$ cat config.mk
export PLATFORM = sky130hd
export DESIGN_NAME = add32_arb_seq_flat
export DESIGN_NICKNAME = d
export VERILOG_FILES = /design/src/rtl/add32_arb_seq_if.sv /design/src/rtl/add32_arb_seq.sv /design/src/flat_wrapper.sv
export SDC_FILE = /design/constraint.sdc
export NUM_CORES = 1
export LEC_CHECK = 0
export CAP_MARGIN = 20
export CORE_MARGIN = 5
export CORE_UTILIZATION = 30
export CTS_CLUSTER_DIAMETER = 30
export DETAILED_ROUTE_END_ITERATION = 10
export HOLD_SLACK_MARGIN = 0.03
export PLACE_DENSITY = 0.68
export REMOVE_ABC_BUFFERS = 1
export SYNTH_ARGS = -nofsm -noshare
export SYNTH_HDL_FRONTEND = slang
export SYNTH_SLANG_ARGS = --single-unit
$ cat constraint.sdc
create_clock -name clk -period 6.9 [get_ports clk]
set_input_delay 1.725 -clock clk [delete_from_list [all_inputs] [get_ports clk]]
set_output_delay 1.725 -clock clk [all_outputs]
set_load 0.01 [all_outputs]
$ cat src/rtl/add32_arb_seq_if.sv
// Requester/response bundle for add32_arb_seq: two operand ports and one result port.
// The DUT uses the slave modport; the environment driving requests uses master.
interface add32_arb_seq_if;
   logic        req0_valid, req1_valid;
   logic        req0_ready, req1_ready;
   logic [31:0] req0_a, req0_b, req1_a, req1_b;
   logic        req0_cin, req1_cin;
   logic        rsp_valid, rsp_ready;
   logic [31:0] rsp_s;
   logic        rsp_cout, rsp_id;

   modport slave (
      input  req0_valid, req1_valid, req0_a, req0_b, req1_a, req1_b, req0_cin, req1_cin,
      output req0_ready, req1_ready,
      output rsp_valid, rsp_s, rsp_cout, rsp_id,
      input  rsp_ready
   );

   modport master (
      output req0_valid, req1_valid, req0_a, req0_b, req1_a, req1_b, req0_cin, req1_cin,
      input  req0_ready, req1_ready,
      input  rsp_valid, rsp_s, rsp_cout, rsp_id,
      output rsp_ready
   );
endinterface

$ cat src/rtl/add32_arb_seq.sv
// Two-requester 32-bit adder sharing one 8-bit ripple slice over four beats.
// Round-robin tie break; the result is held in RESP until the consumer takes it.
module add32_arb_seq #(
   parameter bit FIRST_GRANT = 1'b0
) (
   input logic           clk,
   input logic           rst_n,
   add32_arb_seq_if.slave bus
);
   localparam logic [1:0] IDLE = 2'd0;
   localparam logic [1:0] CALC = 2'd1;
   localparam logic [1:0] RESP = 2'd2;

   typedef struct packed {
      logic [31:0] a;
      logic [31:0] b;
      logic        cin;
   } req_t;

   logic [1:0]  state;
   logic [1:0]  beat;
   logic        cry;
   logic        prio;
   logic [31:0] a_q, b_q, s_q;
   logic        cout_q, id_q;

   logic        gnt, rdy0, rdy1, acc;
   req_t        sel;
   logic [4:0]  idx;
   logic [8:0]  slice;

   // Tie goes to the pointer; a lone valid requester always wins.
   assign gnt  = (bus.req0_valid && bus.req1_valid) ? prio : bus.req1_valid;
   assign rdy0 = (state == IDLE) && bus.req0_valid && !gnt;
   assign rdy1 = (state == IDLE) && bus.req1_valid && gnt;
   assign acc  = rdy0 || rdy1;

   assign sel = gnt ? '{a: bus.req1_a, b: bus.req1_b, cin: bus.req1_cin}
                    : '{a: bus.req0_a, b: bus.req0_b, cin: bus.req0_cin};

   assign idx   = {beat, 3'b000};
   assign slice = {1'b0, a_q[idx +: 8]} + {1'b0, b_q[idx +: 8]} + {8'd0, cry};

   assign bus.req0_ready = rdy0;
   assign bus.req1_ready = rdy1;
   assign bus.rsp_valid  = (state == RESP);
   assign bus.rsp_s      = s_q;
   assign bus.rsp_cout   = cout_q;
   assign bus.rsp_id     = id_q;

   always_ff @(posedge clk or negedge rst_n) begin
      if (!rst_n) begin
         state  <= IDLE;
         beat   <= 2'd0;
         cry    <= 1'b0;
         prio   <= FIRST_GRANT;
         a_q    <= '0;
         b_q    <= '0;
         s_q    <= '0;
         cout_q <= 1'b0;
         id_q   <= 1'b0;
      end else begin
         case (state)
            IDLE: begin
               if (acc) begin
                  a_q    <= sel.a;
                  b_q    <= sel.b;
                  cry    <= sel.cin;
                  id_q   <= gnt;
                  prio   <= ~gnt;
                  beat   <= 2'd0;
                  s_q    <= '0;
                  cout_q <= 1'b0;
                  state  <= CALC;
               end
            end
            CALC: begin
               s_q[idx +: 8] <= slice[7:0];
               cry           <= slice[8];
               beat          <= beat + 2'd1;
               if (beat == 2'd3) begin
                  cout_q <= slice[8];
                  state  <= RESP;
               end
            end
            RESP: begin
               // Leaving RESP lands in IDLE; acceptance waits for the next edge.
               if (bus.rsp_ready) state <= IDLE;
            end
            default: state <= IDLE;
         endcase
      end
   end
endmodule

$ cat src/flat_wrapper.sv
// flat-port wrapper written by rule: the top's interface ports become plain ports
module add32_arb_seq_flat 
#(
   parameter bit FIRST_GRANT = 1'b0
)
  (clk, rst_n, bus_req0_valid, bus_req1_valid, bus_req0_a, bus_req0_b, bus_req1_a, bus_req1_b, bus_req0_cin, bus_req1_cin, bus_req0_ready, bus_req1_ready, bus_rsp_valid, bus_rsp_s, bus_rsp_cout, bus_rsp_id, bus_rsp_ready);
  add32_arb_seq_if bus_i ();
  input logic clk;
  input logic rst_n;
  input wire logic [$bits(bus_i.req0_valid)-1:0] bus_req0_valid;
  input wire logic [$bits(bus_i.req1_valid)-1:0] bus_req1_valid;
  input wire logic [$bits(bus_i.req0_a)-1:0] bus_req0_a;
  input wire logic [$bits(bus_i.req0_b)-1:0] bus_req0_b;
  input wire logic [$bits(bus_i.req1_a)-1:0] bus_req1_a;
  input wire logic [$bits(bus_i.req1_b)-1:0] bus_req1_b;
  input wire logic [$bits(bus_i.req0_cin)-1:0] bus_req0_cin;
  input wire logic [$bits(bus_i.req1_cin)-1:0] bus_req1_cin;
  output wire logic [$bits(bus_i.req0_ready)-1:0] bus_req0_ready;
  output wire logic [$bits(bus_i.req1_ready)-1:0] bus_req1_ready;
  output wire logic [$bits(bus_i.rsp_valid)-1:0] bus_rsp_valid;
  output wire logic [$bits(bus_i.rsp_s)-1:0] bus_rsp_s;
  output wire logic [$bits(bus_i.rsp_cout)-1:0] bus_rsp_cout;
  output wire logic [$bits(bus_i.rsp_id)-1:0] bus_rsp_id;
  input wire logic [$bits(bus_i.rsp_ready)-1:0] bus_rsp_ready;
  assign bus_i.req0_valid = bus_req0_valid;
  assign bus_i.req1_valid = bus_req1_valid;
  assign bus_i.req0_a = bus_req0_a;
  assign bus_i.req0_b = bus_req0_b;
  assign bus_i.req1_a = bus_req1_a;
  assign bus_i.req1_b = bus_req1_b;
  assign bus_i.req0_cin = bus_req0_cin;
  assign bus_i.req1_cin = bus_req1_cin;
  assign bus_req0_ready = bus_i.req0_ready;
  assign bus_req1_ready = bus_i.req1_ready;
  assign bus_rsp_valid = bus_i.rsp_valid;
  assign bus_rsp_s = bus_i.rsp_s;
  assign bus_rsp_cout = bus_i.rsp_cout;
  assign bus_rsp_id = bus_i.rsp_id;
  assign bus_i.rsp_ready = bus_rsp_ready;
  add32_arb_seq #(.FIRST_GRANT(FIRST_GRANT)) u_core (.clk(clk), .rst_n(rst_n), .bus(bus_i));
endmodule
After elaboration in Yosys (flattened, before gate mapping)
Cells that the tools add are included.
{"block": "totals", "ff_bits": 104, "in_bits": 135, "out_inout_bits": 37, "word_cells": 53}
{"block": "op_classes", "add_sub_neg": 4, "n_eq_ne": 6, "shifts": 4, "muxes": 16, "bitwise_logic": 1, "reduce_logical": 13}
{"cell": "65-bit 2-to-1 mux", "count": 1}
{"cell": "32-bit one-hot mux with 2 select lines", "count": 1}
{"cell": "32-bit by 6-bit indexed part select with 8-bit output", "count": 2}
{"cell": "32-bit bitwise mux", "count": 1}
{"cell": "32-bit 2-to-1 mux", "count": 1}
{"cell": "8-bit by 7-bit variable shift with 32-bit output (first input constant)", "count": 1}
{"cell": "8-bit by 7-bit indexed part select with 32-bit output", "count": 1}
{"cell": "8-bit by 8-bit adder with 9-bit output", "count": 1}
{"cell": "9-bit by 1-bit adder with 9-bit output", "count": 1}
{"cell": "2-bit 2-to-1 mux", "count": 4}
{"cell": "5-bit negation with 7-bit output", "count": 1}
{"cell": "2-bit by 1-bit != test with 1-bit output (second input constant)", "count": 3}
{"cell": "2-bit one-hot mux with 3 select lines", "count": 1}
{"cell": "3-bit AND reduction", "count": 2}
{"cell": "1-bit logical AND", "count": 5}
{"cell": "2-bit equality test (second input constant)", "count": 2}
{"cell": "1-bit 2-to-1 mux", "count": 4}
{"cell": "1-bit one-hot mux with 2 select lines", "count": 2}
{"cell": "2-bit one-hot mux with 2 select lines", "count": 1}
{"cell": "2-bit AND reduction", "count": 2}
{"cell": "2-bit by 1-bit adder with 2-bit output (second input constant)", "count": 1}
{"cell": "2-bit by 1-bit equality test with 1-bit output (second input constant)", "count": 1}
{"cell": "2-bit zero test", "count": 1}
{"cell": "2-bit nonzero test", "count": 1}
{"cell": "3 further kinds", "count": 3}

Logic depth before layout (Yosys ltp)
{"block": "depth", "word_depth": 7, "mapped_depth": 10, "depth_no_buf": 9}

Worst setup path after synthesis
OpenSTA, ideal clock, no wires.
{"block": "synth_path", "kind": "input to output", "from": "input port bus_req0_valid", "to": "output port bus_req1_ready", "arrival_ns": 2.430, "path_slack_ns": 2.745, "path_stages": 4, "path_buffers": 1, "cell_sequence": "inv_2 o21ai_4 nor3_2 buf_2"}
{"block": "synth_between", "elab_chain_cells": 3}
{"item": "start, declared", "line": "flat_wrapper.sv:10", "rtl": "input wire logic [$bits(bus_i.req0_valid)-1:0] bus_req0_valid;"}
{"item": "1-bit logical AND", "line": "add32_arb_seq.sv:33", "rtl": "assign gnt = (bus.req0_valid && bus.req1_valid) ? prio : bus.req1_valid;"}
{"item": "1-bit 2-to-1 mux", "line": "add32_arb_seq.sv:33"}
{"item": "1-bit logical AND", "line": "add32_arb_seq.sv:35", "rtl": "assign rdy1 = (state == IDLE) && bus.req1_valid && gnt;"}
{"item": "end, declared", "line": "flat_wrapper.sv:19", "rtl": "output wire logic [$bits(bus_i.req1_ready)-1:0] bus_req1_ready;"}
No other way between the ends.

Final worst setup path
{"block": "layout_path", "from": "input port bus_req0_valid", "to": "output port bus_req0_ready"}
{"block": "layout_between", "elab_chain_cells": 4}
{"item": "1-bit logical AND", "line": "add32_arb_seq.sv:33"}
{"item": "1-bit 2-to-1 mux", "line": "add32_arb_seq.sv:33"}
{"item": "1-bit zero test", "line": "add32_arb_seq.sv:34", "rtl": "assign rdy0 = (state == IDLE) && bus.req0_valid && !gnt;"}
{"item": "1-bit logical AND (*)", "line": "add32_arb_seq.sv:34"}
{"item": "end, declared", "line": "flat_wrapper.sv:18", "rtl": "output wire logic [$bits(bus_i.req0_ready)-1:0] bus_req0_ready;"}
Every way passes the cells marked *; elsewhere a longest branch is shown, timed or not.

==> results_dict.tcl <==
set metrics [dict create \
    yosys_warnings 0 \
    globalRouteTotalUtil 0.146 \
    syn_area_um2 5020 \
    clock_tree.buffer_depth 2 \
    finalWorstSetupSlack_ps 1540 \
    slew_violations 0 \
    cts_tree "done" \
    ant_nets 0 \
    power_density_nw_per_um2 451 \
    grt_util_met3 0.0322 \
    avgSynthCellArea_um2 12.1 \
    synth_top_area_share 0.519 \
    place.gp.congestion 0.830 \
    relSlewSlack 0.397 \
    ys_ff_latch 104 \
    min_period_over_period 0.776 \
    dieArea_um2 19400 \
    vias 4155 \
    grt_pass1_vias 4228 \
    layout_commonest_cell "clkdlybuf4s50_1" \
    postSynthCellCount 414 \
    crit_fanout 15 \
    cp_num_buf_inv 4 \
    fmax_ghz 0.187 \
    portBuffers 171 \
    wl_per_cell_um 17.7 \
    use_met2 0.231 \
    die_h_um 139 \
    end_kind "output pin" \
    p_leak_nw 3.32 \
    synth-seq-area-share 0.519 \
    grt_setup_unrepaired "no" \
    async_reset_ff_frac 1.00 \
    crit_family "buffers and inverters" \
    final_cell_mix "clkdlybuf4s50_1, dfrtp_1, inv_1" \
    synth_edf_count 0 \
    fin_nets 723 \
    cts_root_buf "clkbuf_16" \
    ir_worst_vdd_mv 0.183 \
    area_delta_synth_final_pct 43.1 \
    fp.coreArea_um2 16500 \
    grt_pass1_wl_um 22700 \
    yosys.area.top_type "dfrtp_1" \
    antenna_found_initial 0 \
    skew_ps 6.02 \
    synth_cell_types 42 \
    fin_crit_ps 5360 \
    route.detailed.drc 0 \
    worst_ep_arrival_time_ps 3630 \
    holdBufCountCts 0 \
    status "finished, final reports clean" \
    crit_chain "clkdlybuf4s50_1, inv_2, o21ai_4, buf_4, nor2b_4, clkdlybuf4s50_1" \
    rows 47 \
    cp_slowest_cell "clkdlybuf4s50_1" \
    required_ps 5180 \
    numClockSinks 104 \
    fin_setup_tns_ps 0 \
    drtPass1Iterations 9 \
    diodes 0 \
    start_util 0.304 \
    hold_viol 0 \
    fp.dieW_um 139 \
    hold_path.class "flop to flop" \
    vias_per_cell 5.20 \
    cp_slowest_stage_delay_ps 590 \
    cts_made_buffers 9 \
    synth_area_leaders "dfrtp_1, a222oi_1, mux4_2" \
    wl_um 14200 \
    cp_common_cell "clkdlybuf4s50_1" \
    cp-start-kind "input port" \
    grt_overflow 0 \
    drt_first_iter_violations 445 \
    layout-drive-gt1-share 0.0846 \
    cts.clk_slew.worst_paths_ps 60 \
    fin_cells 799 \
    cts_resized 0 \
    r2r_slack_ps 3570 \
    clk_latency_ps 340 \
    ioPinCount 172 \
    post-dp-hpwl_um 10800 \
    setup_viol 0 \
    grt_max_degree 70 \
    top_usage_layer "met2" \
    tightest_slew_ps 903 \
    met1_usage 0.201 \
    ys.flop_type "dfrtp_1" \
    cts_setup_buffers 0 \
    placedCellCount 784 \
    maxCapViolCount 0 \
    post-route-util 0.434 \
    h-tree-depth 3 \
    pre_cts_ws_ps 1540 \
    path_class "input port to output pin" \
]
==> worst reg2reg max path, delay by kind of cell (launching register included) <==
kind,cells,cell delay (ps)
AOI/OAI and AO/OA,3,750
adders and majority gates,2,670
DFF,1,930
buffers and inverters,2,140
xor gates and xnor gates,1,290
muxes,1,490
==> layout make-up <==
type                            instances  area [µm²]
Clock buffer                           13         260
Clock inverter                          2        15.0
Fill cell                            1523        9350
Inverter                               61         229
Multi-Input combinational cell        222        2040
Sequential cell                       104        2600
Tap cell                              220         275
Timing Repair Buffer                  177        1750
==> cells by family (layout without fill, tap and decap cells) <==
kind of cell,Yosys count,in the layout,share of synthesized area
compound gates,126,126,0.211
xor+xnor,6,6,0.0105
fa+ha+maj,13,13,0.0354
buf+inv,88,253,0.0785
flops,104,104,0.519
mux,29,29,0.0977
simple gates,48,48,0.0481
==> metal layers <==
| metal | share of wire | wire length (µm) | up-vias |
|---|---|---|---|
| met5 | 0 | 0 | - |
| met4 | 0.014 | 200 | 0 |
| met3 | 0.068 | 966 | 14 |
| met2 | 0.48 | 6740 | 205 |
| met1 | 0.44 | 6270 | 2039 |
| li1 | - | - | 1897 |
==> final timing paths <==
path | endpoint | start | depth (start not counted)
hold reg to reg | u_core.a_q[26] | u_core.a_q[26] | 2
hold / removal | u_core.a_q[26] | u_core.a_q[26] | 2
setup reg to reg | u_core.bus.rsp_s[22] | u_core.beat[1] | 9
setup / recovery | bus_req0_ready | bus_req0_valid | 6
max in group asynchronous | u_core.bus.rsp_s[19] | rst_n | 2
min in group asynchronous | u_core.b_q[4] | rst_n | 1
==> cell usage after synthesis, types with 4 or more instances <==
| cell type | n |
|---|---|
| buf_2 | 12 |
| o21ai_0 | 23 |
| clkbuf_1 | 8 |
| buf_6 | 6 |
| nor2_1 | 5 |
| a21o_1 | 5 |
| mux4_2 | 16 |
| a21oi_1 | 4 |
| ha_1 | 11 |
| xnor2_1 | 4 |
| dfrtp_1 | 104 |
| a22o_1 | 25 |
| mux2i_1 | 13 |
| nand2_1 | 26 |
| a222oi_1 | 52 |
| inv_1 | 60 |
==> metrics by stage <==
stage | total power, mW | hold slack, ps | cell area [µm²]
after CTS | 3.28 | 483 | 7180
after global placement | 2.73 | 457 | 6900
after global routing | 3.50 | 512 | 7180
final | 3.23 | 477 | 7180
after detailed placement | 2.78 | 467 | 6900
after floorplan | 2.12 | 445 | 4850
==> power by group <==
group / leakage, nW / internal (mW) / switching (mW) / total, mW
logic: 1.85 / 0.766 / 0.951 / 1.72
clock network: 0.128 / 0.263 / 0.211 / 0.473
registers: 1.34 / 0.862 / 0.182 / 1.04
total: 3.32 / 1.89 / 1.34 / 3.23
==> sequential cells by signal (all words and copies together), names as in the netlist <==
name and flops:
u_core.beat 2, u_core.cry 1, u_core.prio 1, u_core.bus.rsp_s 32
u_core.bus.rsp_id 1, u_core.bus.rsp_cout 1, u_core.state 2, u_core.a_q 32
u_core.b_q 32
(Power assumes the default switching activity.)
